### config.mk
export PLATFORM = sky130hd
export DESIGN_NAME = control_sequencer
export DESIGN_NICKNAME = d
export VERILOG_FILES = /design/src/rtl/cpu_ctrl_pkg.sv /design/src/rtl/ctrl_strobe_decode.sv /design/src/rtl/control_sequencer.sv
export SDC_FILE = /design/constraint.sdc
export NUM_CORES = 1
export LEC_CHECK = 0
export BUFFER_PORTS_ARGS = -buffer_cell sky130_fd_sc_hd__buf_2
export CORE_MARGIN = 2
export CORE_UTILIZATION = 36
export DETAILED_ROUTE_END_ITERATION = 6
export GPL_TIMING_DRIVEN = 1
export PLACE_DENSITY = 0.64
export SETUP_SLACK_MARGIN = 0.05
export SYNTH_ARGS = -nofsm -noshare
export SYNTH_HDL_FRONTEND = slang
export SYNTH_HIERARCHICAL = 1
export SYNTH_SLANG_ARGS = --single-unit
### constraint.sdc
create_clock -name clock -period 2.81 [get_ports clock]
set_clock_uncertainty 0.05 [all_clocks]
set_input_delay 0.281 -clock clock [delete_from_list [all_inputs] [get_ports clock]]
set_output_delay 0.281 -clock clock [all_outputs]
set_load 0.01 [all_outputs]
### src/rtl/cpu_ctrl_pkg.sv
// Shared constants for the hardwired control sequencer: opcodes, state
// encoding and the bit order of the strobe vector.
package cpu_ctrl_pkg;

   localparam logic [4:0] OP_LDI  = 5'b00001;
   localparam logic [4:0] OP_ADDI = 5'b00010;
   localparam logic [4:0] OP_MTHI = 5'b10110;
   localparam logic [4:0] OP_MTLO = 5'b10111;
   localparam logic [4:0] OP_MFHI = 5'b11000;
   localparam logic [4:0] OP_MFLO = 5'b11001;
   localparam logic [4:0] OP_NOP  = 5'b11010;
   localparam logic [4:0] OP_HALT = 5'b11011;

   typedef enum logic [4:0] {
      ST_RST   = 5'd0,
      ST_F0    = 5'd1,
      ST_F1    = 5'd2,
      ST_F2    = 5'd3,
      ST_DEC   = 5'd4,
      ST_E3    = 5'd5,
      ST_E4    = 5'd6,
      ST_E5    = 5'd7,
      ST_DONE  = 5'd8,
      ST_PAUSE = 5'd9,
      ST_HALT  = 5'd10
   } state_t;

   localparam int NSTB = 24;
   localparam int SB_PCOUT    = 0;
   localparam int SB_PCIN     = 1;
   localparam int SB_INCPC    = 2;
   localparam int SB_MARIN    = 3;
   localparam int SB_MDRIN    = 4;
   localparam int SB_MDROUT   = 5;
   localparam int SB_MDREAD   = 6;
   localparam int SB_READ     = 7;
   localparam int SB_WRITE    = 8;
   localparam int SB_IRIN     = 9;
   localparam int SB_YIN      = 10;
   localparam int SB_ZLOWIN   = 11;
   localparam int SB_ZLOWOUT  = 12;
   localparam int SB_ADD      = 13;
   localparam int SB_CSIGNOUT = 14;
   localparam int SB_GRA      = 15;
   localparam int SB_GRB      = 16;
   localparam int SB_RIN      = 17;
   localparam int SB_ROUT     = 18;
   localparam int SB_BAOUT    = 19;
   localparam int SB_HIIN     = 20;
   localparam int SB_HIOUT    = 21;
   localparam int SB_LOIN     = 22;
   localparam int SB_LOOUT    = 23;

   typedef logic [NSTB-1:0] strobe_t;

   function automatic logic op_is_known(input logic [4:0] op);
      return op inside {OP_LDI, OP_ADDI, OP_MTHI, OP_MTLO,
                        OP_MFHI, OP_MFLO, OP_NOP, OP_HALT};
   endfunction

endpackage

### src/rtl/ctrl_strobe_decode.sv
// Combinational map from (state, latched opcode) to the DataPath strobe vector.
module ctrl_strobe_decode
   import cpu_ctrl_pkg::*;
#(
   parameter int OPC_W = 5
) (
   input  state_t           state,
   input  logic [OPC_W-1:0] op,
   output strobe_t          stb
);

   always_comb begin
      stb = '0;
      case (state)
         ST_F0: begin
            stb[SB_PCOUT]  = 1'b1;
            stb[SB_MARIN]  = 1'b1;
            stb[SB_INCPC]  = 1'b1;
            stb[SB_ZLOWIN] = 1'b1;
         end
         ST_F1: begin
            stb[SB_ZLOWOUT] = 1'b1;
            stb[SB_PCIN]    = 1'b1;
            stb[SB_READ]    = 1'b1;
            stb[SB_MDREAD]  = 1'b1;
            stb[SB_MDRIN]   = 1'b1;
         end
         ST_F2: begin
            stb[SB_MDROUT] = 1'b1;
            stb[SB_IRIN]   = 1'b1;
         end
         ST_E3: begin
            case (op)
               OP_MFHI: begin stb[SB_HIOUT] = 1'b1; stb[SB_GRA] = 1'b1; stb[SB_RIN]  = 1'b1; end
               OP_MFLO: begin stb[SB_LOOUT] = 1'b1; stb[SB_GRA] = 1'b1; stb[SB_RIN]  = 1'b1; end
               OP_MTHI: begin stb[SB_GRA]   = 1'b1; stb[SB_ROUT] = 1'b1; stb[SB_HIIN] = 1'b1; end
               OP_MTLO: begin stb[SB_GRA]   = 1'b1; stb[SB_ROUT] = 1'b1; stb[SB_LOIN] = 1'b1; end
               OP_LDI:  begin stb[SB_GRB]   = 1'b1; stb[SB_BAOUT] = 1'b1; stb[SB_YIN] = 1'b1; end
               OP_ADDI: begin stb[SB_GRB]   = 1'b1; stb[SB_ROUT] = 1'b1; stb[SB_YIN]  = 1'b1; end
               default: ;
            endcase
         end
         ST_E4: begin
            stb[SB_CSIGNOUT] = 1'b1;
            stb[SB_ADD]      = 1'b1;
            stb[SB_ZLOWIN]   = 1'b1;
         end
         ST_E5: begin
            stb[SB_ZLOWOUT] = 1'b1;
            stb[SB_GRA]     = 1'b1;
            stb[SB_RIN]     = 1'b1;
         end
         default: ;
      endcase
   end

endmodule

### src/rtl/control_sequencer.sv
// Moore control FSM for the fetch/decode/execute strobe sequences.
// Optional MEM_WAIT_EN adds mem_ready and stretches F1 until memory responds.
module control_sequencer
   import cpu_ctrl_pkg::*;
#(
   parameter int OPC_W = 5,
   parameter int CNT_W = 16
) (
   input  logic             clock,
   input  logic             clear,
   input  logic [OPC_W-1:0] ir_opcode,
   input  logic             stop,
`ifdef MEM_WAIT_EN
   input  logic             mem_ready,
`endif
   output logic             PCout,
   output logic             PCin,
   output logic             IncPC,
   output logic             MARin,
   output logic             MDRin,
   output logic             MDRout,
   output logic             MD_read,
   output logic             Read,
   output logic             Write,
   output logic             IRin,
   output logic             Yin,
   output logic             Zlowin,
   output logic             Zlowout,
   output logic             ADD,
   output logic             Csignout,
   output logic             Gra,
   output logic             Grb,
   output logic             Rin,
   output logic             Rout,
   output logic             BAout,
   output logic             HIin,
   output logic             HIout,
   output logic             LOin,
   output logic             LOout,
   output logic             run,
   output logic             illegal_op,
   output logic [CNT_W-1:0] instr_count,
   output logic [4:0]       present_state
);

   state_t           st, nxt;
   logic [OPC_W-1:0] op_q;
   logic             mem_ok;
   strobe_t          stb;

`ifdef MEM_WAIT_EN
   assign mem_ok = mem_ready;
`else
   assign mem_ok = 1'b1;
`endif

   always_ff @(posedge clock or negedge clear) begin
      if (!clear) begin
         st          <= ST_RST;
         op_q        <= '0;
         instr_count <= '0;
      end else begin
         st <= nxt;
         if (st == ST_DEC) op_q <= ir_opcode;
         if (st == ST_DONE) instr_count <= instr_count + CNT_W'(1);
      end
   end

   always_comb begin
      nxt = st;
      case (st)
         ST_RST: nxt = ST_F0;
         ST_F0:  nxt = ST_F1;
         ST_F1:  nxt = mem_ok ? ST_F2 : ST_F1;
         ST_F2:  nxt = ST_DEC;
         ST_DEC: begin
            case (ir_opcode)
               OP_MFHI, OP_MFLO, OP_MTHI, OP_MTLO, OP_LDI, OP_ADDI: nxt = ST_E3;
               OP_HALT: nxt = ST_HALT;
               default: nxt = ST_DONE;
            endcase
         end
         // Only the ALU-path instructions continue past E3.
         ST_E3:    nxt = (op_q == OP_LDI || op_q == OP_ADDI) ? ST_E4 : ST_DONE;
         ST_E4:    nxt = ST_E5;
         ST_E5:    nxt = ST_DONE;
         ST_DONE:  nxt = stop ? ST_PAUSE : ST_F0;
         ST_PAUSE: nxt = stop ? ST_PAUSE : ST_F0;
         ST_HALT:  nxt = ST_HALT;
         default:  nxt = ST_RST;
      endcase
   end

   ctrl_strobe_decode #(.OPC_W(OPC_W)) u_dec (
      .state (st),
      .op    (op_q),
      .stb   (stb)
   );

   assign run           = (st != ST_RST) && (st != ST_PAUSE) && (st != ST_HALT);
   assign illegal_op    = (st == ST_DEC) && !op_is_known(ir_opcode);
   assign present_state = st;

   assign PCout    = stb[SB_PCOUT];
   assign PCin     = stb[SB_PCIN];
   assign IncPC    = stb[SB_INCPC];
   assign MARin    = stb[SB_MARIN];
   assign MDRin    = stb[SB_MDRIN];
   assign MDRout   = stb[SB_MDROUT];
   assign MD_read  = stb[SB_MDREAD];
   assign Read     = stb[SB_READ];
   assign Write    = stb[SB_WRITE];
   assign IRin     = stb[SB_IRIN];
   assign Yin      = stb[SB_YIN];
   assign Zlowin   = stb[SB_ZLOWIN];
   assign Zlowout  = stb[SB_ZLOWOUT];
   assign ADD      = stb[SB_ADD];
   assign Csignout = stb[SB_CSIGNOUT];
   assign Gra      = stb[SB_GRA];
   assign Grb      = stb[SB_GRB];
   assign Rin      = stb[SB_RIN];
   assign Rout     = stb[SB_ROUT];
   assign BAout    = stb[SB_BAOUT];
   assign HIin     = stb[SB_HIIN];
   assign HIout    = stb[SB_HIOUT];
   assign LOin     = stb[SB_LOIN];
   assign LOout    = stb[SB_LOOUT];

endmodule
==> flow_summary_export.csv <==
group,metric,value,unit
status,status,"finished, final reports clean",
global_route,grt_util_all_layers,12.8,%
clock_tree,clockBufferDepth,2,
worst_setup_path,crit_type,"reg2out",
logic_synthesis,synth_edf_count,0,
power,peakVddDrop,0.000415,V
worst_setup_path,cp_slowest_cell,"dfrtp_1",
placement,dp_hpwl,2360,µm
placement,place.gp.congestion,0.746,
clock_tree,clkSinkCount,25,
route,vias,1282,
sta,slew_viol_final,0,
placement,placed_area,0.00183,mm²
sta,setup_violations,0,
job,maxCapViolCount,0,
worst_setup_path,cp_slowest_stage_delay,0.67,ns
logic_synthesis,yosys_most_used_dff,"dfrtp_1",
final_layout,drive_gt1_share,33.0,%
sta,hold_violations,0,
final_layout,stdcell_area,0.00188,mm²
global_route,grt-ovfl-total,0,
logic_synthesis,yosysSeqAreaShare,39.0,%
logic_synthesis,async_flop_share,100,%
clock_tree,htree_levels,1,
sta,max_freq,420,MHz
logic_synthesis,synthAdderAreaFrac,0.781,%
route,totalWireLength,3140,µm
floorplan,core_area,0.00432,mm²
hold_path,hold_path.startpoint,"ir_opcode[3]",
floorplan,die_x,70.7,µm
logic_synthesis,muxShareOfSynthArea,3.51,%
worst_setup_path,crit_arrival,2.05,ns
floorplan,die_area,0.00500,mm²
worst_setup_path,path_cells,"nand4bb_1 > nor4_1 > buf_2",
route,drtPass1Iterations,4,
global_route,grt_pass1_vias,1084,
global_route,grt_antenna_before_repair,0,
sta,min_period,2.38,ns
logic_synthesis,ys_seq_elements,25,
final_layout,num_antenna_cells,0,
power,p_comb_share,42.7,%
sta,grt_setup_unrepaired,"false",
final_layout,synthToLayoutAreaGrowth,17.6,%
floorplan,num_rows,24,
floorplan,initial_core_util,37.1,%
clock_tree,clkLatencyLatePin,0.26,ns
floorplan,design.portCount,55,
worst_setup_path,required,2.48,ns
logic_synthesis,yosys_warnings,6,
power,sequentialPowerShare,43.1,%
logic_synthesis,synthXorXnorAreaFrac,10.4,%
clock_tree,root_buffer,"clkbuf_8",
logic_synthesis,ys_types,46,
route,ant_nets,0,
final_layout,nets,219,
final_layout,final_core_util,43.6,%
clock_tree,path_clk_slew,0.08,ns
logic_synthesis,synth_compound_gate_area_share,9.76,%
sta,worst_slack,0.428,ns
sta,tns,0,ns
power,powerDensity,780,mW/mm²
worst_setup_path,crit_fanout,17,
power,switchingPower,614,µW
clock_tree,cts_tree,"yes",
sta,whs,0.238,ns
worst_setup_path,startpoint,"present_state[0]",
route,drc_errors,0,
floorplan,die_h,70.7,µm
logic_synthesis,yosys.area_share.simple,27.3,%
worst_setup_path,r2r-start,"present_state[0]",
logic_synthesis,syn_area_per_cell,9.77,µm²
route,first_iter_violations,54,
placement,dp_slack,0.701,ns
power,power_leakage,0.943,nW
route,vias_per_cell,4.91,
worst_setup_path,crit_family,"simple AND/OR/NAND/NOR gates",
global_route,grt_start_max_net_pins,26,
worst_setup_path,cp-start-kind,"flop",
sta,worstMarginPinSlew,0.759,ns
hold_path,min_path_type,"in2reg",
clock_tree,cts_buffers,3,
logic_synthesis,syn_area,0.00160,mm²
worst_setup_path,path_buf_inv,1,
power,switching_share,41.8,%
placement,io_buffer_count,52,
route,wl_per_cell,12.0,µm
power,internal_power,856,µW
sta,maxSlewHeadroom,49.3,%
logic_synthesis,synthCells,164,
power,power.share.clock,14.2,%
clock_tree,cts_resized,0,
global_route,grt_pass1_wl,5240,µm
logic_synthesis,synth_top_family_by_area,"simple AND/OR/NAND/NOR gates",
worst_setup_path,end_kind,"primary output",
sta,period_share,84.8,%
[flip-flops by register name (all words and copies together) (netlist names)]
signal and flops:
op_q 5, instr_count 16, present_state 4
[power by group through the flow]
| stage | sequential, mW | clock (mW) | combinational, mW |
|---|---|---|---|
| 5_1_grt | 0.662 | 0.232 | 0.703 |
| 4_1_cts | 0.633 | 0.215 | 0.634 |
| 2_1_floorplan | 0.590 | 0 | 0.532 |
| 3_5_place_dp | 0.639 | 0 | 0.631 |
| 3_3_place_gp | 0.639 | 0 | 0.627 |
| 6_report | 0.634 | 0.208 | 0.627 |
[cell usage after synthesis, drive strengths merged (2+ instances only)]
cell type	instances	area (µm²)
dfrtp	25	626
buf	17	125
nand2	13	48.8
nor2	11	41.3
xor2	10	87.6
xnor2	9	78.8
a21oi	7	35.0
nor3	7	35.0
nor4	7	58.8
nand4	6	37.5
mux2	5	56.3
inv	4	15.0
o21ai	4	20.0
nand2b	3	18.8
nand3	3	15.0
a211o	2	17.5
and3	2	12.5
conb	2	7.51
nand3b	2	15.0
nand4bb	2	22.5
nor4b	2	23.8
or2	2	12.5
or3	2	17.5
or4b	2	23.8
[final cells by class]
| cell class | instances | area (µm²) |
|---|---|---|
| fillers | 449 | 2440 |
| multi-input cells | 121 | 848 |
| flip-flops and latches | 25 | 626 |
| repair buffers | 55 | 285 |
| well taps | 52 | 65.1 |
| clock buffers | 4 | 45.0 |
| inverters | 4 | 15.0 |
[cell families (layout without fill, tap and decap cells)]
| kind of cell | count (synthesis) | after routing |
|---|---|---|
| xor+xnor | 19 | 19 |
| mux | 5 | 5 |
| fa+ha+maj | 1 | 1 |
| other cells | 2 | 5 |
| flops | 25 | 25 |
| buf+inv | 21 | 63 |
| compound gates | 20 | 20 |
| simple gates | 71 | 71 |
[worst reg2reg max path: stages, from the launching register on]
cell     delay [ns]
dfrtp_1        0.57
nor4b_1        0.57
nand4_1        0.39
nor3_1         0.28
xor2_1         0.17
[placed cells by master (no fill, tap or decap), types with 2 or more instances in the layout]
cell type / netlist / final
xnor2_1: 9 / 9
nand3_1: 3 / 3
xor2_1: 10 / 10
nand4_1: 6 / 6
mux2_2: 5 / 5
buf_4: 11 / 2
o21ai_0: 4 / 4
nor3_1: 7 / 7
nand2_1: 13 / 13
nand4bb_1: 2 / 2
nor2_1: 11 / 11
a21oi_1: 7 / 7
dfrtp_1: 25 / 25
inv_1: 4 / 4
and3_1: 2 / 2
clkbuf_8: 0 / 3
nand3b_1: 2 / 2
nand2b_1: 3 / 3
buf_2: 4 / 52
conb_1: 2 / 5
a211o_1: 2 / 2
nor4_1: 6 / 6
[path summary, 6_finish.rpt]
path | end | slack, ns | depth (start not counted)
min in group asynchronous | instr_count[13] | 0.48 | 2
worst min register to register | instr_count[15] | 0.42 | 1
max in group asynchronous | instr_count[6] | 1.87 | 2
worst max register to register | instr_count[12] | 0.72 | 4
worst min-delay path | op_q[3] | 0.24 | 2
worst max-delay path | Grb | 0.43 | 3
[through the flow]
stage,instances,power (mW)
3_3_place_gp,256,1.27
5_1_grt,261,1.60
4_1_cts,261,1.48
2_1_floorplan,167,1.12
3_5_place_dp,256,1.27
6_report,261,1.47
[what timing repair did]
item / CTS / global route
setup buffers: 0 / 0
hold buffers: 1 / 0
hold endpoints to repair: 25 / 0
[layer usage]
layer	global-route usage (%)	vias to the layer above	share of wire, %
li1	-	657	-
met1	19.5	600	52
met2	18.7	23	44
met3	2.99	2	3.0
met4	2.52	0	0.80
met5	0	-	0
No activity file was read; power rests on OpenSTA's default activity.
